## src/rtl/seg_scan_ctrl.sv

```systemverilog
// Time-multiplexed scan controller for a multi-digit 7-segment display.
// Double-buffered digit data is swapped in only at frame boundaries; all outputs registered.
module seg_scan_ctrl #(
    parameter int DIGITS = 4,
    parameter int DIV    = 4,
    parameter int BLANK  = 1
) (
    input  logic                  clk,
    input  logic                  rst_n,
    input  logic                  enable,
    input  logic                  load,
    input  logic [4*DIGITS-1:0]   data_in,
    input  logic [DIGITS-1:0]     mask_in,
    output logic [3:0]            nib_out,
    output logic [DIGITS-1:0]     dig_sel,
    output logic                  frame_done
);

    localparam int CNT_MAX = (DIV > BLANK) ? DIV : BLANK;
    localparam int CW      = (CNT_MAX > 1) ? $clog2(CNT_MAX) : 1;
    localparam int IW      = $clog2(DIGITS);
    localparam bit HAS_GAP = (BLANK > 0);

    localparam logic [CW-1:0] DIV_LAST   = CW'(DIV - 1);
    localparam logic [CW-1:0] BLANK_LAST = CW'((BLANK > 0) ? BLANK - 1 : 0);
    localparam logic [IW-1:0] IDX_LAST   = IW'(DIGITS - 1);

    typedef enum logic [1:0] {
        IDLE,
        SHOW,
        GAP
    } state_t;

    state_t                   state_q, state_d;
    logic [IW-1:0]            idx_q, idx_d;
    logic [CW-1:0]            cnt_q, cnt_d;

    logic [DIGITS-1:0][3:0]   act_data_q, act_data_d;
    logic [DIGITS-1:0]        act_mask_q, act_mask_d;
    logic [DIGITS-1:0][3:0]   pend_data_q, pend_data_d;
    logic [DIGITS-1:0]        pend_mask_q, pend_mask_d;
    logic                     pend_valid_q, pend_valid_d;

    logic [3:0]               nib_d;
    logic [DIGITS-1:0]        sel_d;
    logic                     frame_done_d;

    // swap: active buffer may be refreshed on this edge (frame boundary or IDLE entry)
    logic                     swap;
    logic                     boundary;

    // NOTE: every signal assigned in an always_comb gets a default first, so no path
    // leaves it unassigned and no latch is inferred.
    always_comb begin
        state_d  = state_q;
        idx_d    = idx_q;
        cnt_d    = cnt_q;
        swap     = 1'b0;
        boundary = 1'b0;

        unique case (state_q)
            IDLE: begin
                if (enable) begin
                    state_d = SHOW;
                    idx_d   = '0;
                    cnt_d   = '0;
                    swap    = 1'b1;
                end
            end

            SHOW: begin
                if (!enable) begin
                    state_d = IDLE;
                    idx_d   = '0;
                    cnt_d   = '0;
                end else if (cnt_q != DIV_LAST) begin
                    cnt_d = cnt_q + 1'b1;
                end else if (HAS_GAP) begin
                    state_d = GAP;
                    cnt_d   = '0;
                end else begin
                    state_d = SHOW;
                    cnt_d   = '0;
                    if (idx_q == IDX_LAST) begin
                        idx_d    = '0;
                        swap     = 1'b1;
                        boundary = 1'b1;
                    end else begin
                        idx_d = idx_q + 1'b1;
                    end
                end
            end

            GAP: begin
                if (!enable) begin
                    state_d = IDLE;
                    idx_d   = '0;
                    cnt_d   = '0;
                end else if (cnt_q != BLANK_LAST) begin
                    cnt_d = cnt_q + 1'b1;
                end else begin
                    state_d = SHOW;
                    cnt_d   = '0;
                    if (idx_q == IDX_LAST) begin
                        idx_d    = '0;
                        swap     = 1'b1;
                        boundary = 1'b1;
                    end else begin
                        idx_d = idx_q + 1'b1;
                    end
                end
            end

            default: begin
                state_d = IDLE;
                idx_d   = '0;
                cnt_d   = '0;
            end
        endcase
    end

    // Buffer update: a load on a swap edge bypasses pending and goes straight to active.
    always_comb begin
        act_data_d   = act_data_q;
        act_mask_d   = act_mask_q;
        pend_data_d  = pend_data_q;
        pend_mask_d  = pend_mask_q;
        pend_valid_d = pend_valid_q;

        if (swap) begin
            if (load) begin
                act_data_d   = data_in;
                act_mask_d   = mask_in;
                pend_valid_d = 1'b0;
            end else if (pend_valid_q) begin
                act_data_d   = pend_data_q;
                act_mask_d   = pend_mask_q;
                pend_valid_d = 1'b0;
            end
        end else if (load) begin
            pend_data_d  = data_in;
            pend_mask_d  = mask_in;
            pend_valid_d = 1'b1;
        end
    end

    // Outputs are computed from the next state so the registered copies line up with it.
    always_comb begin
        nib_d        = 4'h0;
        sel_d        = '0;
        frame_done_d = boundary;

        unique case (state_d)
            SHOW: begin
                nib_d = act_data_d[idx_d];
                if (!act_mask_d[idx_d]) begin
                    sel_d = DIGITS'(1) << idx_d;
                end
            end
            GAP: begin
                nib_d = nib_out;
            end
            default: begin
                nib_d = 4'h0;
            end
        endcase
    end

    // NOTE: sequential state uses non-blocking assignments only, so every register
    // samples the pre-edge values regardless of statement order.
    always_ff @(posedge clk or negedge rst_n) begin
        if (!rst_n) begin
            state_q      <= IDLE;
            idx_q        <= '0;
            cnt_q        <= '0;
            act_data_q   <= '0;
            act_mask_q   <= '0;
            pend_data_q  <= '0;
            pend_mask_q  <= '0;
            pend_valid_q <= 1'b0;
            nib_out      <= 4'h0;
            dig_sel      <= '0;
            frame_done   <= 1'b0;
        end else begin
            state_q      <= state_d;
            idx_q        <= idx_d;
            cnt_q        <= cnt_d;
            act_data_q   <= act_data_d;
            act_mask_q   <= act_mask_d;
            pend_data_q  <= pend_data_d;
            pend_mask_q  <= pend_mask_d;
            pend_valid_q <= pend_valid_d;
            nib_out      <= nib_d;
            dig_sel      <= sel_d;
            frame_done   <= frame_done_d;
        end
    end

endmodule

```

## config.mk

```make
export PLATFORM = sky130hd
export DESIGN_NAME = seg_scan_ctrl
export DESIGN_NICKNAME = d
export VERILOG_FILES = /design/src/rtl/seg_scan_ctrl.sv
export SDC_FILE = /design/constraint.sdc
export NUM_CORES = 1
export LEC_CHECK = 0
export BUFFER_PORTS_ARGS = -buffer_cell sky130_fd_sc_hd__buf_4
export CORE_ASPECT_RATIO = 1.75
export CORE_UTILIZATION = 41
export DETAILED_ROUTE_END_ITERATION = 8
export GPL_TIMING_DRIVEN = 0
export PLACE_DENSITY_LB_ADDON = 0.2
export SLEW_MARGIN = 30
export SYNTH_ARGS = -nofsm -noshare
export SYNTH_HDL_FRONTEND = slang
export SYNTH_SLANG_ARGS = --single-unit
export TNS_END_PERCENT = 20
```

## constraint.sdc

```tcl
create_clock -name clk -period 6.1 [get_ports clk]
set_clock_uncertainty 0.2 [all_clocks]
set_input_delay 0 -clock clk [delete_from_list [all_inputs] [get_ports clk]]
set_output_delay 0 -clock clk [all_outputs]
set_load 0.05 [all_outputs]
```

==> impl_summary.txt, run 1 <==
----------------------------------------------------
[Floorplanning]
  DIE AREA ... around 8000 um^2
  Die span in y ... ~120 um
  I/O pin count ... 33
  FP Rows ... slightly above 40
  Width of the die ... 67.2 um
  Starting density of the core ... 42.5%
  Core box area ... between 7000 and 8000 um^2

[STA]
  Number of hold violations in the final report ... 0
  Maximum clock frequency ... between 0.3 and 0.4 GHz
  Fin Setup TNS ... 0 ps
  Final setup violation count ... 0
  Period utilization ... 45.2%
  Setup repair after global routing missed its margin ... false
  Max transition margin ... approximately 51%
  Tightest Pin Transition ... 732 ps
  Final slew viol count ... 0
  Min Clock Period, post-route ... roughly 2800 ps

[Final layout]
  Layout overhead on the synthesized area ... 22.8%
  Fin nets ... ~370
  Antenna diode count ... 0
  Fill count ... between 600 and 700
  Fraction of final layout cells with drive strength greater than 1 ... 26.4%

[Logic synthesis]
  Number of instances in the synthesized netlist ... approximately 280
  Nets in the synthesized netlist ... 311
  Number of enable-type register cells in the synthesized netlist ... 0
  Post-Syn Area per Cell ... 11.0 um^2
  Commonest cells in the netlist ... 56 x sky130_fd_sc_hd__dfrtp_1, 20 x sky130_fd_sc_hd__mux2_2, 19 x sky130_fd_sc_hd__inv_1, 14 x sky130_fd_sc_hd__nand4_1
  Proportion of synthesized area in mux cells ... ~9.1%
  XOR/XNOR share of the synthesized area ... 0%
  Share of the synthesized area in compound gates (AO/OA/AOI/OAI) ... approximately a fifth
  Dominant combinational cell family by area after synthesis ... compound AO/OA/AOI/OAI gates
  Part of the Yosys area used for sequential elements ... between 40% and 50%
  Area share of the leading cell type in the synthesized netlist ... 45.9%
  Dominant synthesized flop cell ... sky130_fd_sc_hd__dfrtp_1
  Leading cell type by number of instances after synthesis ... sky130_fd_sc_hd__dfrtp_1
  Synthesis warning total ... 0
  Top cells by area, synth ... sky130_fd_sc_hd__dfrtp_1 46%, sky130_fd_sc_hd__mux2_2 7.4%, sky130_fd_sc_hd__o211ai_2 4.5%
  Number of distinct library cells after synthesis ... between 40 and 50
  Number of storage elements in the synthesis netlist ... 56
  Async set-or-reset flop fraction in the synthesized netlist ... 100%
  Adder-Cell Fraction of Synth Area ... between 3 and 4%
  Synthesized area ... approximately 3100 um^2
  Simple-gate share of the synthesized area ... between 10% and 20%
  Largest area contributor in the synthesized netlist ... sky130_fd_sc_hd__dfrtp_1

[Worst setup path]
  Worst R2R Setup Slack ... between 3000 and 4000 ps
  Maximum fanout along the worst path ... 10
  Setup crit end kind ... register
  Critical path arrival ... between 2000 and 3000 ps
  FF-to-FF Start ... cnt_q[0]
  Data required time of the critical path ... 6090 ps
  Startpoint kind of the worst setup timing path ... register
  Crit Path Category ... reg2reg
  Number of cells on the worst reg-to-reg path ... 9
  End of the worst register-to-register path ... nib_out[3]

[Power]
  Areal power density over the cells ... 400 nW/um^2
  Peak supply drop ... 209 uV
  Lkg Pwr ... around 1.6 nW
  Total power consumption of the routed design ... around 0.0015 W

[Detailed routing]
  Post-DR vias/cell ... between 5 and 6
  Post-detailed-route wirelength per cell ... around 18 um
  Antenna Nets Post-Route ... 0
  Via Count ... roughly 2400
  Post-detailed-route DRC marker count ... 0
  DRC marker count from the first detailed-route iteration ... between 100 and 150
  Count of TritonRoute iterations in the first routing pass ... 5
  WL final ... about 7700 um

[GRT]
  Maximum number of pins on one net before global-route repair ... 57
  Total grt overflow ... 0
  Global routing's busiest layer ... met2
  Number of global-route vias before repair ... roughly 2600
  Global Route met3 Usage ... 4.10%
  Global routing met1 resource utilization ... between 20% and 30%
  Tot GR Track Use ... 22.2%
  Met2 track utilization from global routing ... 40.2%
  Wire length of the first global-routing pass ... roughly 13000 um
  Antenna violations before repair ... 0

[Clocking]
  Post-CTS repair timing setup buffer count ... 0
  Worst-path clk slew ... ~70 ps
  Total number of clock tree sinks ... 56
  TritonCTS clock tree ... yes
  Later-pin clock latency in the skew report ... around 300 ps
  Clock tree root buffer cell ... sky130_fd_sc_hd__clkbuf_16
  Largest buffer count on any clock path ... 2
  Number of buffers added by the clock tree synthesis step ... 5
  Depth of the CTS H-tree ... 2

[Status]
  Result of the run ... completed

[Place]
  GPL Wtd Cong ... 0.784
  Post-DP HPWL ... between 5000 and 6000 um
  Port buffer count ... 31

[Hold path]
  Worst hold-check path type ... in2async

[Flow run]
  MaxCap Viol Count ... 0

----------------------------------------------------
==> layer usage <==
metal	part of all wire [%]	wire (um)
met5	0	0
met4	2.5	189
met2	54	4150
met3	3.4	262
met1	40	3070
==> worst max-delay path by stage <==
stage,startpoint,end,cells after the start
floorplan,cnt_q[0],nib_out[0],9
global placement,cnt_q[0],nib_out[3],9
detailed placement,cnt_q[0],nib_out[3],9
CTS,cnt_q[0],nib_out[3],9
global route,cnt_q[0],nib_out[3],9
finish,cnt_q[0],nib_out[3],9
==> flip-flops by register name, indices dropped and copies added (netlist names) <==
| signal | flops |
|---|---|
| act_data_q | 16 |
| pend_data_q | 16 |
| act_mask_q | 4 |
| dig_sel | 4 |
| nib_out | 4 |
| pend_mask_q | 4 |
| cnt_q | 2 |
| idx_q | 2 |
| state_q | 2 |
| frame_done | 1 |
| pend_valid_q | 1 |
==> critical path: stages, from the launching register on <==
cell and delay [ps]:
sky130_fd_sc_hd__dfrtp_1 400, sky130_fd_sc_hd__inv_1 130, sky130_fd_sc_hd__ha_1 230, sky130_fd_sc_hd__mux2_1 340
sky130_fd_sc_hd__a22o_1 200, sky130_fd_sc_hd__a22oi_1 230, sky130_fd_sc_hd__buf_2 300, sky130_fd_sc_hd__mux2i_1 300
sky130_fd_sc_hd__nand2_1 90, sky130_fd_sc_hd__a22o_1 210
==> kinds of logic (layout without fill, tap and decap cells) <==
logic type / Yosys count / in the layout
AND/OR/NAND/NOR: 74 / 74
AO/OA/AOI/OAI: 72 / 72
flip-flops: 56 / 56
buffers and inverters: 42 / 101
multiplexers: 25 / 25
adder cells (fa/ha/maj): 9 / 9
==> per-stage QoR <==
stage	instances	hold WS, ps	worst slack, ps	utilization, %	cell area (um^2)
final	423	99.4	3340	52.2	3750
after global routing	423	186	3190	52.2	3750
after CTS	423	137	3320	52.2	3750
after detailed placement	395	-90.5	3340	47.2	3390
after global placement	395	-87.2	3430	47.2	3390
after floorplan	278	-496	3750	-	3050
==> cell usage in the layout, fill, tap and decap left out, drive strengths merged, types with 2 or more instances in the layout <==
master        n
dfrtp        56
buf          47
dlygate4sd3  23
mux2         21
inv          19
nand4        14
nor3b        12
clkbuf       12
o211ai       11
nand2        11
a41oi        11
nor2b        10
o21ai        10
a21oi         9
ha            9
a22oi         7
a31oi         6
nor2          5
nand2b        4
mux2i         4
a211oi        4
a22o          4
nor4          4
nor3          4
a221oi        3
a31o          2
and3          2
nand3         2
a21o          2
and2          2
==> where the power goes <==
part | total (W) | internal [W] | switching [W] | leakage, nW
Sequential | 0.000571 | 0.000502 | 0.0000683 | 0.681
Combinational | 0.000659 | 0.000283 | 0.000376 | 0.905
Clock | 0.000269 | 0.000146 | 0.000123 | 0.0616
Total | 0.00150 | 0.000931 | 0.000568 | 1.65
==> final cells by class <==
class | count | area (um^2) | share of cell area (%)
inverters | 19 | 71.3 | 1.90
well taps | 86 | 108 | 2.87
multi-input cells | 180 | 1420 | 38.0
clock buffers | 5 | 125 | 3.34
plain buffers | 23 | 154 | 4.11
repair buffers | 54 | 463 | 12.4
flip-flops and latches | 56 | 1400 | 37.4
==> timing repair <==
item,CTS,global route
hold buffers,23,0
hold endpoints to repair,101,0
resized for setup,0,0
Power figures use the tool's default switching activity.
==> inputs of run 2 (changes only) <==
clock period = 2.67 ns   (was 6.1 ns; I/O delays follow)
==> impl_summary.txt, run 2 (same netlist as run 1, synthesis figures left out) <==
----------------------------------------------------
[Worst setup path]
  Worst R2R Setup Slack ... 60 ps (-3280 ps)
  Setup crit end kind ... register
  Max stage delay cell, worst path ... sky130_fd_sc_hd__dfrtp_1
  Data required time of the critical path ... 2660 ps (-3430 ps)
  Number of cells on the worst reg-to-reg path ... 11 (+2)
  Sequence of cells on the critical path ... inv_1 > ha_1 > buf_6 > a31o_1 > buf_6 > buf_6 > a41oi_1 > o211ai_2 > mux2i_2 > nand2_1 > a22o_1
  Crit Path Category ... reg2reg
  End of the worst register-to-register path ... nib_out[3]
  Most repeated library cell on the critical path ... sky130_fd_sc_hd__buf_6
  Worst stage delay on the critical path ... 420 ps (+20 ps)
  Critical path arrival ... 2600 ps (-150 ps)
  Startpoint kind of the worst setup timing path ... register
  FF-to-FF Start ... state_q[0]
  Maximum fanout along the worst path ... 10 (unchanged)

[Clocking]
  TritonCTS clock tree ... yes
  Later-pin clock latency in the skew report ... 300 ps (about the same)
  Number of buffers added by the clock tree synthesis step ... 5 (unchanged)
  Clock tree root buffer cell ... sky130_fd_sc_hd__clkbuf_16
  Total number of clock tree sinks ... 56 (unchanged)
  Depth of the CTS H-tree ... 2 (unchanged)
  Worst-path clk slew ... 70 ps (about the same)
  Largest buffer count on any clock path ... 2 (unchanged)

[Final layout]
  Fraction of final layout cells with drive strength greater than 1 ... 28.3% (+1.9 points)
  Layout overhead on the synthesized area ... 24.0%
  Most frequent cells in the layout ... 56 x sky130_fd_sc_hd__dfrtp_1, 36 x sky130_fd_sc_hd__buf_4, 23 x sky130_fd_sc_hd__dlygate4sd3_1
  Fin nets ... 374 (+0.54%)
  Leading cell type in the layout, fill and taps excluded ... sky130_fd_sc_hd__dfrtp_1
  Antenna diode count ... 0 (unchanged)
  Top flop regs ... act_data_q: 16 flops, pend_data_q: 16 flops

[STA]
  Min Clock Period, post-route ... 2610 ps (-146 ps)
  Final setup violation count ... 0 (unchanged)
  Setup repair after global routing missed its margin ... true
  Max transition margin ... 51.2% (about the same)
  Tightest Pin Transition ... 733 ps (+0.653 ps)
  Period utilization ... 97.8% (+53 points)
  PnR worst setup slack ... 59.1 ps (-3280 ps)
  Maximum clock frequency ... 0.383 GHz (+5.6%)
  Number of hold violations in the final report ... 0 (unchanged)
  Fin Setup TNS ... 0 ps (unchanged)
  Final slew viol count ... 0 (unchanged)

[Floorplanning]
  DIE AREA ... 7800 um^2 (unchanged)
  Core box area ... 7180 um^2 (unchanged)
  Width of the die ... 67.2 um (unchanged)
  I/O pin count ... 33 (unchanged)
  Die span in y ... 116 um (unchanged)
  FP Rows ... 41 (unchanged)
  Starting density of the core ... 42.5% (unchanged)

[GRT]
  Antenna violations before repair ... 0 (unchanged)
  Wire length of the first global-routing pass ... 12700 um (+0.28%)
  Total grt overflow ... 0 (unchanged)
  Maximum number of pins on one net before global-route repair ... 57 (unchanged)
  Tot GR Track Use ... 22.3% (+0.081 points)
  Number of global-route vias before repair ... 2595 (+0.077%)

[Power]
  Peak supply drop ... 476 uV (+130%)
  Lkg Pwr ... 1.65 nW (+0.28%)
  Areal power density over the cells ... 911 nW/um^2 (+130%)

[Detailed routing]
  DRC marker count from the first detailed-route iteration ... 156 (+11%)
  Post-DR vias/cell ... 5.70 (-0.14%)
  Post-detailed-route DRC marker count ... 0 (unchanged)
  Antenna Nets Post-Route ... 0 (unchanged)
  Count of TritonRoute iterations in the first routing pass ... 4 (-1)
  Via Count ... 2422 (+0.33%)
  Post-detailed-route wirelength per cell ... 18.1 um (about the same)
  WL final ... 7700 um (+0.44%)

[Hold path]
  Worst hold-check path type ... in2async

[Place]
  Setup WS pre-CTS ... -92.9 ps (-3430 ps)
  GPL Wtd Cong ... 0.784 (unchanged)
  Post-DP HPWL ... 5420 um (unchanged)
  Port buffer count ... 31 (unchanged)

[Flow run]
  MaxCap Viol Count ... 0 (unchanged)

[Status]
  Result of the run ... completed

----------------------------------------------------
==> run 2: cell type report <==
type                            instances  area (um^2)
Clock buffer                            5          125
Multi-Input combinational cell        180         1440
Buffer                                 23          159
Fill cell                             682         3400
Timing Repair Buffer                   56          478
Tap cell                               86          108
Sequential cell                        56         1400
Inverter                               19         71.3
==> run 2: what timing repair did <==
action,CTS,global route
hold endpoints to repair,101,0
gates resized for setup,2,5
hold buffers,23,0
setup buffers,2,0
pin swaps,0,1
endpoints found under the setup margin,3,24
==> run 2: worst max-delay path, delay by kind of cell (launching register included) <==
family                   cells  cell delay, ps
AO/OA/AOI/OAI                4             870
adder cells (fa/ha/maj)      1             210
buffers and inverters        4             500
flip-flops                   1             420
multiplexers                 1             210
AND/OR/NAND/NOR              1              80
==> run 2: where the power goes <==
group / total, W / leakage, nW / internal [W] / switching, W
combinational: 0.00153 / 0.910 / 0.000656 / 0.000869
sequential: 0.00130 / 0.681 / 0.00115 / 0.000155
clock: 0.000618 / 0.0616 / 0.000333 / 0.000285
==> run 2: per-layer routing <==
metal	GRT usage (%)	vias to the layer above	share of wire, %
met1	24.7	1200	40
met3	4.10	18	3.1
li1	-	1150	-
met4	10.2	0	3.0
met2	40.1	54	54
met5	0	-	0
==> run 2: metrics by stage <==
stage               hold WS, ps  power (W)  util [%]  std cells  instance area, um^2
finish                     95.7    0.00345      52.7        425                 3780
global route                186    0.00366      52.7        425                 3780
floorplan                  -496    0.00238         -        278                 3050
CTS                         137    0.00345      52.5        425                 3770
detailed placement        -90.5    0.00280      47.2        395                 3390
global placement          -87.2    0.00276      47.2        395                 3390
==> run 2: worst max path at each step <==
stage / end / cells past startpoint / start
floorplan: nib_out[0] / 9 / cnt_q[0]
global placement: nib_out[3] / 9 / cnt_q[0]
detailed placement: nib_out[3] / 9 / cnt_q[0]
CTS: nib_out[3] / 11 / state_q[0]
global route: nib_out[1] / 10 / state_q[0]
finish: nib_out[3] / 11 / state_q[0]
